==> src/rtl/mbc1_bank_ctrl.sv <==
// MBC1 bank-register sequencer: synchronises the GB write strobe, commits one write per strobe
// and maps ROM/ext-RAM addresses. Define MBC1_EXT_RAM_EN to enable the external-RAM path.
module mbc1_bank_ctrl #(
  parameter int unsigned ROM_ADDR_W  = 19,
  parameter int unsigned RAM_ADDR_W  = 15,
  parameter int unsigned SYNC_STAGES = 2
) (
  input  logic                  clk,
  input  logic                  rst,
  input  logic                  wr_n,
  input  logic                  cs_n,
  input  logic [15:0]           addr,
  input  logic [7:0]            data_in,
  output logic [ROM_ADDR_W-1:0] rom_addr,
  output logic [RAM_ADDR_W-1:0] ram_addr,
  output logic                  ram_sel,
  output logic                  ram_we,
  output logic                  reg_wr_pulse,
  output logic [4:0]            bank_lo,
  output logic [1:0]            bank_hi,
  output logic                  ram_en,
  output logic                  mode
);

  typedef enum logic [1:0] {StIdle, StSettle, StCommit, StRelease} state_e;

  state_e                 state_q, state_d;
  logic [SYNC_STAGES-1:0] wr_sync_q, cs_sync_q, vld_q;
  logic                   hist_q, hist_d;
  logic [2:0]             addr_q;
  logic [4:0]             data_q;
  logic [4:0]             bank_lo_q, bank_lo_d;
  logic [1:0]             bank_hi_q, bank_hi_d;
  logic                   ram_en_q, ram_en_d;
  logic                   mode_q, mode_d;
  logic                   we_c;
  logic                   wr_s, cs_s;
  logic [1:0]             hi_sel;
  logic [20:0]            rom_full;
  logic                   unused_data;

  assign wr_s = wr_sync_q[SYNC_STAGES-1];
  assign cs_s = cs_sync_q[SYNC_STAGES-1];
  assign unused_data = ^data_in[7:5];

  // History stays 0 until the chain holds real samples, so a strobe held low across reset
  // release never looks like a fresh falling edge.
  assign hist_d = vld_q[SYNC_STAGES-1] ? wr_s : 1'b0;

  always_ff @(posedge clk) begin
    if (!rst) begin
      state_q   <= StIdle;
      wr_sync_q <= '1;
      cs_sync_q <= '1;
      vld_q     <= '0;
      hist_q    <= 1'b0;
      addr_q    <= '0;
      data_q    <= '0;
      bank_lo_q <= 5'd1;
      bank_hi_q <= 2'd0;
      ram_en_q  <= 1'b0;
      mode_q    <= 1'b0;
    end else begin
      state_q   <= state_d;
      wr_sync_q <= {wr_sync_q[SYNC_STAGES-2:0], wr_n};
      cs_sync_q <= {cs_sync_q[SYNC_STAGES-2:0], cs_n};
      vld_q     <= {vld_q[SYNC_STAGES-2:0], 1'b1};
      hist_q    <= hist_d;
      addr_q    <= addr[15:13];
      data_q    <= data_in[4:0];
      bank_lo_q <= bank_lo_d;
      bank_hi_q <= bank_hi_d;
      ram_en_q  <= ram_en_d;
      mode_q    <= mode_d;
    end
  end

  always_comb begin
    state_d      = state_q;
    reg_wr_pulse = 1'b0;
    we_c         = 1'b0;
    bank_lo_d    = bank_lo_q;
    bank_hi_d    = bank_hi_q;
    ram_en_d     = ram_en_q;
    mode_d       = mode_q;
    unique case (state_q)
      StIdle: begin
        if (hist_q && !wr_s) state_d = StSettle;
      end
      StSettle: begin
        state_d = wr_s ? StIdle : StCommit;
      end
      StCommit: begin
        reg_wr_pulse = 1'b1;
        state_d      = StRelease;
        case (addr_q)
          3'b000: ram_en_d  = (data_q[3:0] == 4'hA);
          3'b001: bank_lo_d = (data_q == 5'd0) ? 5'd1 : data_q;
          3'b010: bank_hi_d = data_q[1:0];
          3'b011: mode_d    = data_q[0];
          3'b101: we_c      = !cs_s && ram_en_q;
          default: ;
        endcase
      end
      StRelease: begin
        if (wr_s) state_d = StIdle;
      end
      default: state_d = StIdle;
    endcase
  end

  assign hi_sel   = mode_q ? bank_hi_q : 2'b00;
  assign rom_full = addr[14] ? {bank_hi_q, bank_lo_q, addr[13:0]} : {hi_sel, 5'b0, addr[13:0]};
  assign rom_addr = rom_full[ROM_ADDR_W-1:0];

`ifdef MBC1_EXT_RAM_EN
  logic [14:0] ram_full;
  assign ram_full = {hi_sel, addr[12:0]};
  assign ram_addr = ram_full[RAM_ADDR_W-1:0];
  assign ram_sel  = ram_en_q && !cs_n && (addr[15:13] == 3'b101);
  assign ram_we   = we_c;
`else
  logic unused_ram;
  assign unused_ram = ^{cs_n, cs_s, we_c};
  assign ram_addr   = '0;
  assign ram_sel    = 1'b0;
  assign ram_we     = 1'b0;
`endif

  assign bank_lo = bank_lo_q;
  assign bank_hi = bank_hi_q;
  assign ram_en  = ram_en_q;
  assign mode    = mode_q;

endmodule

==> config.mk <==
export PLATFORM = sky130hd
export DESIGN_NAME = mbc1_bank_ctrl
export DESIGN_NICKNAME = d
export VERILOG_FILES = /design/src/rtl/mbc1_bank_ctrl.sv
export SDC_FILE = /design/constraint.sdc
export NUM_CORES = 1
export LEC_CHECK = 0
export CAP_MARGIN = 20
export CORE_MARGIN = 2
export CORE_UTILIZATION = 38
export CTS_CLUSTER_SIZE = 25
export DETAILED_ROUTE_END_ITERATION = 8
export HOLD_SLACK_MARGIN = 0.12
export PLACE_DENSITY = 0.84
export SLEW_MARGIN = 10
export SYNTH_ARGS = -nofsm -noshare
export SYNTH_HDL_FRONTEND = slang
export SYNTH_SLANG_ARGS = --single-unit
==> constraint.sdc <==
create_clock -name clk -period 2.55 [get_ports clk]
set_input_delay 0.51 -clock clk [delete_from_list [all_inputs] [get_ports clk]]
set_output_delay 0.51 -clock clk [all_outputs]
set_load 0.05 [all_outputs]
==> Word-level counts from Yosys, hierarchy flattened <==
Cells that the tools add are included.
{ "classes": {"add_sub_neg": 0, "multipliers": 0, "div_mod_pow": 0, "n_lt_le_gt_ge": 0, "n_eq_ne": 9, "shift": 0, "mux": 8, "n_bitwise": 0, "reduce_logical": 11} }
{ "op_table": {"columns": ["cell", "count"], "rows": [
  ["19-bit 2-to-1 mux", 1],
  ["2-bit AND reduction", 6],
  ["2-bit one-hot mux with 4 select lines", 1],
  ["3-bit by 2-bit equality test with 1-bit output (second input constant)", 2],
  ["2-bit 2-to-1 mux", 3],
  ["5-bit zero test", 1],
  ["5-bit 2-to-1 mux", 1],
  ["2-bit equality test (second input constant)", 2],
  ["4-bit equality test (second input constant)", 1],
  ["2-bit inequality test (second input constant)", 2],
  ["3-bit by 1-bit equality test with 1-bit output (second input constant)", 1],
  ["3-bit zero test", 1],
  ["2-bit by 1-bit equality test with 1-bit output (second input constant)", 1],
  ["2-bit zero test", 1],
  ["1-bit 2-to-1 mux", 2],
  ["1-bit logical AND", 1],
  ["1-bit zero test", 1]
]} }
{ "word_totals": {"reg_bits": 24, "latch_bits": 0, "ram_bits": 0, "mem_bits_ro": 0, "output_inout_bits": 46, "wordCells": 39, "mem_count": 0} }

==> Depth between registers and ports, before layout <==
{ "logic_depth": {"ltp_word": 4, "mapped_depth": 4, "depth_no_buf": 3} }

==> Worst setup path after synthesis <==
Ideal clock, no wire load.
{ "synth_timing": {"kind": "flip-flop to output port", "startpoint": "register bank_lo_q[0], in the netlist bank_lo[0]", "endpoint": "output rom_addr[14]", "t_arrival_ps": 1128, "required_time_ps": 2040, "setup_slack_ps": 912, "stages_incl_launch_ff": 2, "path_buffers": 0, "cell_sequence": "dfxtp_1 and2_1"} }
{ "synth_via": {"elab_chain_len": 1} }
{ "synth_lines": {"columns": ["element", "line", "text"], "rows": [
  ["start, declared", "32", "logic [4:0] bank_lo_q, bank_lo_d;"],
  ["start signal, assigned", "71", "bank_lo_q <= bank_lo_d;"],
  ["19-bit 2-to-1 mux", "113", "assign rom_full = addr[14] ? {bank_hi_q, bank_lo_q, addr[13:0]} : {hi_sel, 5'b0, addr[13:0]};"],
  ["end, declared", "14", "output logic [ROM_ADDR_W-1:0] rom_addr,"]
]} }
Every way passes these cells.

==> Worst setup path after layout <==
{ "layout_timing": {"startpoint": "register state_q[0]", "endpoint": "output reg_wr_pulse"} }
{ "layout_via": {"elab_chain_len": 2} }
{ "layout_lines": {"columns": ["element", "line", "text"], "rows": [
  ["start, declared", "27", "state_e state_q, state_d;"],
  ["start signal, assigned", "52", "state_q <= StIdle;"],
  ["start signal, assigned", "64", "state_q <= state_d;"],
  ["2-bit equality test", "86", "unique case (state_q)"],
  ["1-bit 2-to-1 mux", "86", null],
  ["end, declared", "18", "output logic reg_wr_pulse,"]
]} }
Every way passes these cells.

==> metrics.txt <==
synthesis-to-finish area growth 17.4%; slowest cell on the critical path clkdlybuf4s50_1; Reg clk slew, reported paths 0.11 ns; Worst slew margin 0.460; average wire per standard cell 10.9 um; peak per-stage delay on the critical path 0.79 ns; Pins Over Slew Limit 0; top cell type's share of synthesized area 0.437; initial antenna violation count 0; Fin. Hold Viols 0; Routed Wire Length 1720 um; fin worst setup slack slightly above 0.3 ns; HP Class reg -> reg; global route total overflow 0; Setup Crit Path Kind reg -> out; family with the most delay on the worst path buffers and inverters; Yosys Warn Count 0; total number of vias 752; total number of H-tree levels 1; first-pass GRT wire length 2860 um; status finished, final reports clean; Fin Setup TNS 0 ns; predominant post-synthesis flop cell dfxtp_1; Root Driver clkbuf_4; Syn Area/Cell ~9.6 um^2; Least-Margin Pin Slew 0.807 ns; post-synthesis sequential area ratio 0.437; Synth cell types 26; Worst-Skew Late Latency around 0.31 ns; worst hold start wr_sync_q[0]; footprint of the multi-input gates 433 um^2; Die Height 57.8 um; setup repair bufs after CTS 0; Initial Util 0.398; Yosys reg bits 24; Mapped Area 0.00110 mm^2; initial drt markers 5; WP buf/inv 1; Setup crit start kind register; FF/Latch Area 480 um^2; R2R Setup Slk between 1 and 1.5 ns; worst r2r src state_q[0]; Post-synth EDFFs 0; fin crit share 0.879; cell count after synthesis about 120; Leakage 0.537 nW; worst slack, placed 0.598 ns; largest net degree at the start of global routing 27; dpl hpwl ~1400 um; fin area between 0.001 and 0.0015 mm^2; critical path endpoint category output port; Worst R2R Path Depth 3; crit path time final 2.24 ns; clock sinks 24; diode count 0; most common cell after layout, fill and taps aside dfxtp_1; CTS tree yes; Via-to-Cell Ratio 4.76; DR DRC count 0; final core utilization 0.468; Hold Path Depth 1; Crit Path Max Fanout 7; Worst Path Arrival 1.73 ns; Final setup viols 0; chip width 57.8 um; share of cells above drive strength 1 0.110; total power 0.656 mW; R2R Path End bank_lo[0]; power per cell area 508 mW/mm^2; I/O pins 74; commonest cells after routing, fill and taps aside dfxtp_1 (24), clkdlybuf4s50_1 (20), conb_1 (17); total die area 0.00334 mm^2; clk buf depth 2; DRT antenna net count 0; Hold Buf Count CTS 0; Post-synth ARST share 0; nets 157; floorplan row count 19; vias in the first global route between 700 and 800; RSZ-0062 raised after global routing no; clk_skew 0.00507 ns; post_cts resized 0; I/O Buffers 26; max cap viols 0; Core ar. 0.00276 mm^2; CTS Buf Count 3; total routing usage reported by global routing 0.107; leading post-synthesis cells by cell area dfxtp_1 (44%), buf_4 (21%), and2_1 (8.0%), mux2i_1 (6.4%), nand2_1 (5.1%); Hold EP wr_sync_q[1]; CP Cell Sequence and2b_2, clkdlybuf4s50_1; Max VDD drop 0.000372 V; critical path launch point state_q[0]; Final GP Congestion 0.720; CP required 2.04 ns; Yosys top cell by area dfxtp_1; Fill cells 247; TritonRoute pass-1 iters 4; Cell Area, Placed 0.00127 mm^2; FMAX 446 MHz
## logic make-up (layout without fill, tap and decap cells)
| family | Yosys count | count (layout) | synth area share |
|---|---|---|---|
| flops | 24 | 24 | 0.437 |
| simple gates | 42 | 42 | 0.233 |
| other cells | 1 | 17 | 0.00341 |
| mux | 7 | 7 | 0.0638 |
| compound gates | 7 | 7 | 0.0387 |
| buf+inv | 34 | 30 | 0.223 |
## layer usage
metal,up-vias,share of wire,GRT usage
met5,-,0,0
met4,0,0.024,0.0498
met3,9,0.074,0.0179
met2,42,0.54,0.213
met1,348,0.36,0.105
li1,353,-,-
## worst max-delay path by stage
| stage | endpoint | slack, ns | depth (start not counted) |
|---|---|---|---|
| 3_3_place_gp | rom_addr[18] | 0.66 | 3 |
| 2_1_floorplan | rom_addr[14] | 0.91 | 1 |
| 4_1_cts | reg_wr_pulse | 0.29 | 2 |
| 3_5_place_dp | bank_lo[1] | 0.60 | 3 |
| 6_report | reg_wr_pulse | 0.31 | 2 |
| 5_1_grt | reg_wr_pulse | 0.24 | 2 |
## synthesized netlist by cell type, types with 2 or more instances
library cell / number
clkbuf_1: 2
a21oi_1: 2
mux2i_1: 7
nand2b_1: 2
and2_1: 14
nand2_1: 15
dfxtp_1: 24
buf_4: 31
## worst register-to-register path, cell delays in order (launching register included)
cell     delay (ns)
dfxtp_1        0.38
or4b_4         0.57
nor4b_2        0.22
o21ai_1        0.09
## through the flow
stage / std cells / hold WS [ns]
6_report: 158 / 0.424
5_1_grt: 158 / 0.459
4_1_cts: 158 / 0.433
3_5_place_dp: 155 / 0.401
3_3_place_gp: 155 / 0.406
2_1_floorplan: 131 / 0.386
## power by group
part           switching (mW)  internal, mW
clock                   0.101        0.0553
combinational          0.0765        0.0288
sequential            0.00814         0.386
## flip-flops by register name, indices dropped and copies added, names as in the netlist, named ones only
register	flops
addr_q	3
bank_lo	5
data_q	5
vld_q	2
wr_sync_q	2
ram_en	1
bank_hi	2
hist_q	1
mode	1
state_q	1
## area by class of cell
class / instances / area share
clock buffers: 3 / 0.0175
multi-input cells: 73 / 0.336
well taps: 31 / 0.0301
flip-flops and latches: 24 / 0.372
repair buffers: 27 / 0.244
(Power assumes the default switching activity.)
